<file path="src/rtl/alu_pkg.sv">
// Shared definitions for the sign-magnitude ALU: op codes, saturation constant
// and the buffered result entry.
package alu_pkg;

    localparam int ALU_DATA_W = 32;

    localparam logic [2:0] ALU_SUB   = 3'b111;
    localparam logic [2:0] ALU_ABSD  = 3'b101;
    localparam logic [2:0] ALU_PASSA = 3'b100;

    localparam logic [ALU_DATA_W-1:0] SM_NEG_MAX = 32'hFFFF_FFFF;

    typedef struct packed {
        logic [ALU_DATA_W-1:0] sm;
        logic [2:0]            op;
        logic                  zero;
        logic                  ovf;
    } res_entry_t;

endpackage

</file>
<file path="src/rtl/tc_to_sm.sv">
// Combinational two's-complement to sign-magnitude conversion with zero and
// saturation flags.
module tc_to_sm #(
    parameter int DATA_W = 32
) (
    input  logic [DATA_W-1:0] tc_i,
    output logic [DATA_W-1:0] sm_o,
    output logic              zero_o,
    output logic              ovf_o
);

    logic signed [DATA_W-1:0] tc_s;
    logic signed [DATA_W-1:0] neg_s;

    assign tc_s  = tc_i;
    assign neg_s = -tc_s;

    always_comb begin
        zero_o = (tc_i == '0);
        // The most negative value has no positive counterpart; it saturates to -max.
        ovf_o  = tc_i[DATA_W-1] && (tc_i[DATA_W-2:0] == '0);
        if (!tc_i[DATA_W-1]) begin
            sm_o = tc_i;
        end else if (ovf_o) begin
            sm_o = '1;
        end else begin
            sm_o = {1'b1, neg_s[DATA_W-2:0]};
        end
    end

endmodule

</file>
<file path="src/rtl/alu_result_stage.sv">
// ALU result stage: converts results to sign-magnitude, buffers them in a
// 2-entry skid FIFO and keeps saturating accept/overflow statistics.
module alu_result_stage
    import alu_pkg::*;
#(
    parameter int DATA_W = 32,
    parameter int CNT_W  = 16
) (
    input  logic              clk,
    input  logic              rst_n,
    input  logic              in_valid,
    output logic              in_ready,
    input  logic [DATA_W-1:0] in_result,
    input  logic [2:0]        in_op,
    output logic              out_valid,
    input  logic              out_ready,
    output logic [DATA_W-1:0] out_sm,
    output logic [2:0]        out_op,
    output logic              out_zero,
    output logic              out_ovf,
    input  logic              flush,
    input  logic              clr_cnt,
    output logic [CNT_W-1:0]  cnt_total,
    output logic [CNT_W-1:0]  cnt_ovf
);

    logic [DATA_W-1:0] conv_sm;
    logic              conv_zero;
    logic              conv_ovf;
    res_entry_t        conv_e;
    res_entry_t        head_e;
    res_entry_t        mem_q [2];

    logic [1:0]        count_q, count_d;
    logic              wr_ptr_q, wr_ptr_d;
    logic              rd_ptr_q, rd_ptr_d;
    logic              in_ready_q, in_ready_d;
    logic [CNT_W-1:0]  cnt_total_q, cnt_total_d;
    logic [CNT_W-1:0]  cnt_ovf_q, cnt_ovf_d;
    logic              push;
    logic              pop;

    tc_to_sm #(.DATA_W(DATA_W)) u_tc_to_sm (
        .tc_i   (in_result),
        .sm_o   (conv_sm),
        .zero_o (conv_zero),
        .ovf_o  (conv_ovf)
    );

    always_comb begin
        conv_e.sm   = conv_sm;
        conv_e.op   = in_op;
        conv_e.zero = conv_zero;
        conv_e.ovf  = conv_ovf;
    end

    // A flush swallows any push on the same edge, so it is neither stored nor counted.
    assign push = in_valid && in_ready_q && !flush;
    assign pop  = (count_q != 2'd0) && out_ready;

    always_comb begin
        count_d  = count_q;
        wr_ptr_d = wr_ptr_q;
        rd_ptr_d = rd_ptr_q;
        if (flush) begin
            count_d  = 2'd0;
            wr_ptr_d = 1'b0;
            rd_ptr_d = 1'b0;
        end else begin
            if (push) wr_ptr_d = ~wr_ptr_q;
            if (pop)  rd_ptr_d = ~rd_ptr_q;
            case ({push, pop})
                2'b10:   count_d = count_q + 2'd1;
                2'b01:   count_d = count_q - 2'd1;
                default: count_d = count_q;
            endcase
        end
        in_ready_d = (count_d != 2'd2);
    end

    always_comb begin
        cnt_total_d = cnt_total_q;
        cnt_ovf_d   = cnt_ovf_q;
        if (clr_cnt) begin
            cnt_total_d = '0;
            cnt_ovf_d   = '0;
        end else if (push) begin
            if (cnt_total_q != '1)           cnt_total_d = cnt_total_q + CNT_W'(1);
            if (conv_ovf && cnt_ovf_q != '1) cnt_ovf_d   = cnt_ovf_q + CNT_W'(1);
        end
    end

    always_ff @(posedge clk or negedge rst_n) begin
        if (!rst_n) begin
            count_q     <= 2'd0;
            wr_ptr_q    <= 1'b0;
            rd_ptr_q    <= 1'b0;
            in_ready_q  <= 1'b1;
            cnt_total_q <= '0;
            cnt_ovf_q   <= '0;
        end else begin
            count_q     <= count_d;
            wr_ptr_q    <= wr_ptr_d;
            rd_ptr_q    <= rd_ptr_d;
            in_ready_q  <= in_ready_d;
            cnt_total_q <= cnt_total_d;
            cnt_ovf_q   <= cnt_ovf_d;
        end
    end

    // Storage carries no reset; outputs are masked to zero whenever the FIFO is empty.
    always_ff @(posedge clk) begin
        if (push) mem_q[wr_ptr_q] <= conv_e;
    end

    assign head_e    = mem_q[rd_ptr_q];
    assign out_valid = (count_q != 2'd0);
    assign out_sm    = out_valid ? head_e.sm   : '0;
    assign out_op    = out_valid ? head_e.op   : 3'd0;
    assign out_zero  = out_valid ? head_e.zero : 1'b0;
    assign out_ovf   = out_valid ? head_e.ovf  : 1'b0;
    assign in_ready  = in_ready_q;
    assign cnt_total = cnt_total_q;
    assign cnt_ovf   = cnt_ovf_q;

endmodule

</file>
<file path="config.mk">
export PLATFORM = sky130hd
export DESIGN_NAME = alu_result_stage
export DESIGN_NICKNAME = d
export VERILOG_FILES = /design/src/rtl/alu_pkg.sv /design/src/rtl/tc_to_sm.sv /design/src/rtl/alu_result_stage.sv
export SDC_FILE = /design/constraint.sdc
export NUM_CORES = 1
export LEC_CHECK = 0
export CORE_MARGIN = 2
export CORE_UTILIZATION = 25
export DETAILED_ROUTE_END_ITERATION = 7
export HOLD_SLACK_MARGIN = 0.12
export PLACE_DENSITY = 0.46
export SYNTH_ARGS = -nofsm -noshare
export SYNTH_HDL_FRONTEND = slang
export SYNTH_SLANG_ARGS = --single-unit
</file>
<file path="constraint.sdc">
create_clock -name clk -period 8.4 [get_ports clk]
set_clock_uncertainty 0.15 [all_clocks]
set_input_delay 0.84 -clock clk [delete_from_list [all_inputs] [get_ports clk]]
set_output_delay 0.84 -clock clk [all_outputs]
set_load 0.05 [all_outputs]
</file>
==> impl_metrics.json <==
{
  "status": "completed",
  "grt_pass1_wl_um": 24000,
  "rsz0062_at_grt": "false",
  "swShare_pct": 38.2,
  "place_area_um2": 7000,
  "cts_root_buf": "clkbuf_16",
  "wl_per_cell_um": 16.3,
  "num_rows": 54,
  "slew_violations": 0,
  "antenna_left": 0,
  "nets": 671,
  "ctsHtreeMaxLevel": 3,
  "vias": 4410,
  "antenna_found_initial": 0,
  "diodes": 0,
  "synth_edf_count": 74,
  "pwr-share-clk_pct": 25.5,
  "die_x_um": 154,
  "final_layout_size_suffix_gt1_share_pct": 5.07,
  "critPathCaptureType": "register",
  "worst_hold_path_type": "reg2reg",
  "first_global_vias": 4473,
  "cts.clk_slew.worst_paths_ns": 0.08,
  "drtIter0Drc": 190,
  "cts_setup_buffers": 0,
  "regArea_um2": 3150,
  "synth_area_um2": 5610,
  "critical_path.max_fanout": 20,
  "multiInputGateArea_um2": 2320,
  "critPathMaxStageDelay_ns": 0.60,
  "cts_buffers": 9,
  "gp_congestion": 0.766,
  "die_area_um2": 23600,
  "synth.avg_cell_area_um2": 10.6,
  "synth.net_count": 574,
  "n_fill_cell": 2279,
  "overflow": 0,
  "drv_cap": 0,
  "fmax_mhz": 256,
  "core_area_um2": 21900,
  "start_util_pct": 25.6,
  "tns_ns": 0,
  "ctsResizeCount": 0,
  "layout_common_cells": "clkdlybuf4s50_1, nor2_1, edfxtp_1",
  "ios": 112,
  "crit_required_ns": 8.53,
  "worst_ep_arrival_time_ns": 4.04,
  "path_cells": "clkdlybuf4s50_1 -> inv_1 -> ha_1 -> nor3b_1 -> and4_1 -> nand4b_4 -> or3_1 -> or3_1 -> a21oi_1",
  "ys_seq_area_share_pct": 56.2,
  "die_y_um": 154,
  "postSynthCellCount": 529,
  "power_leakage_uw": 0.00245,
  "dr.pass1.iters": 4,
  "dp_hpwl_um": 10000,
  "hold_viol": 0,
  "peakVddDrop_uv": 104,
  "grtUsageTotal_pct": 12.8,
  "p_sw_uw": 664,
  "power_density_nw_per_um2": 238,
  "worst_pin_slew_ns": 1.03,
  "synth_flop_cell": "edfxtp_1",
  "area_growth_pct": 30.3,
  "slew_headroom_pct": 31.3,
  "postCtsHoldBufs": 0,
  "p_seq_share_pct": 37.1,
  "comb_power_share_pct": 37.5,
  "synth_seq_cells": 111,
  "vias_per_cell": 4.84,
  "p_int_uw": 1080,
  "drcViolationCount": 0,
  "ys_async_sr_fraction_pct": 33.3,
  "cts_buffer_depth": 2,
  "yosysUniqueCellTypes": 49,
  "port_buffers": 111,
  "cpMostUsedCell": "or3_1",
  "setup_violations": 0,
  "clk_latency_ns": 0.36,
  "grt_start_max_net_pins": 67,
  "crit_type": "in2reg",
  "fin_crit_sh_pct": 46.5,
  "start_kind": "input pin",
  "post-route-min-period_ns": 3.91,
  "clock_sinks": 111,
  "final_common_cell": "clkdlybuf4s50_1",
  "final_area_um2": 7310,
  "ys_warn_count": 0,
  "cts_tree": "built",
  "slowest_stage": "or3_1",
  "wirelength_um": 14800
}
[worst max-delay path: cells and delay by family]
family	cells	cell delay, ns
adders and majority gates	1	0.18
buffers and inverters	2	0.61
and+or+nand+nor	5	2.25
AOI/OAI and AO/OA	1	0.15
[power groups by stage]
| stage | Sequential (uW) | Combinational (uW) | Clock [uW] |
|---|---|---|---|
| CTS | 646 | 666 | 465 |
| global placement | 656 | 662 | 0 |
| floorplan | 660 | 431 | 0 |
| finish | 645 | 652 | 443 |
| global route | 649 | 700 | 481 |
| detailed placement | 658 | 665 | 0 |
[final cells by class]
class	count	share of cell area, %
well taps	280	4.79
inverters	11	0.565
flip-flops and latches	111	43.1
clock buffers	9	3.08
repair buffers	116	15.6
clock inverters	7	1.11
multi-input cells	377	31.7
[per-stage QoR]
stage | hold slack, ns | setup slack (ns) | cells | power [uW] | utilization (%)
global route | 0.423 | 4.19 | 911 | 1830 | 33.4
detailed placement | 0.380 | 4.08 | 895 | 1320 | 32.0
floorplan | 0.369 | 4.89 | 529 | 1090 | -
global placement | 0.387 | 4.22 | 895 | 1320 | 32.0
CTS | 0.398 | 4.47 | 911 | 1780 | 33.4
finish | 0.393 | 4.49 | 911 | 1740 | 33.4
[sequential cells by signal, indices dropped and copies added, names as in the netlist]
signal and cells:
mem_q 74, cnt_ovf 16, cnt_total 16, count_q 2, in_ready 1, rd_ptr_q 1, wr_ptr_q 1
[metal layers]
metal	vias up	global-route usage, %	share of wire [%]
li1	2137	-	-
met5	-	0	0
met4	0	3.89	1.7
met2	118	22.1	49
met3	19	3.04	5.7
met1	2136	16.0	43
[synth_stat cells, types with 4 or more instances]
cell / count / area [um^2]
dfrtp_1: 36 / 901
inv_1: 11 / 41.3
or3_1: 13 / 81.3
mux2i_1: 39 / 390
nor3_1: 11 / 55.1
and4_1: 5 / 43.8
nand4_1: 11 / 68.8
o211ai_1: 4 / 30.0
ha_1: 4 / 50.1
o311ai_0: 6 / 52.6
clkbuf_1: 23 / 86.3
edfxtp_1: 74 / 2220
nand3_1: 14 / 70.1
and3_1: 4 / 25.0
o21ai_0: 21 / 105
and2_1: 5 / 31.3
nand2_1: 31 / 116
a31oi_1: 12 / 75.1
buf_1: 4 / 15.0
nor4_1: 15 / 93.8
xnor2_1: 16 / 140
xor2_1: 10 / 87.6
a21oi_1: 23 / 115
nor2_1: 93 / 349
or4_1: 6 / 45.0
[worst paths after layout]
kind / start / endpoint / slack [ns] / cells past startpoint
setup / recovery: in_result[0] / cnt_ovf[12]$_DFFE_PN0P_ / 4.49 / 9
hold / removal: rd_ptr_q$_DFFE_PN0P_ / rd_ptr_q$_DFFE_PN0P_ / 0.39 / 2
min in group asynchronous: rst_n / cnt_total[3]$_DFFE_PN0P_ / 0.76 / 2
max in group asynchronous: rst_n / rd_ptr_q$_DFFE_PN0P_ / 6.98 / 2
hold reg to reg: rd_ptr_q$_DFFE_PN0P_ / rd_ptr_q$_DFFE_PN0P_ / 0.39 / 2
setup reg to reg: count_q[0]$_DFF_PN0_ / in_ready$_DFF_PN1_ / 5.64 / 7
[kinds of logic after synthesis]
kind of cell / share of synthesized area [%]
and+or+nand+nor: 19.8
buffers and inverters: 2.81
AOI/OAI and AO/OA: 9.35
muxes: 6.96
xor gates and xnor gates: 4.06
adders and majority gates: 0.892
DFF: 56.2
Note: power is estimated with default switching activity, not from simulation.
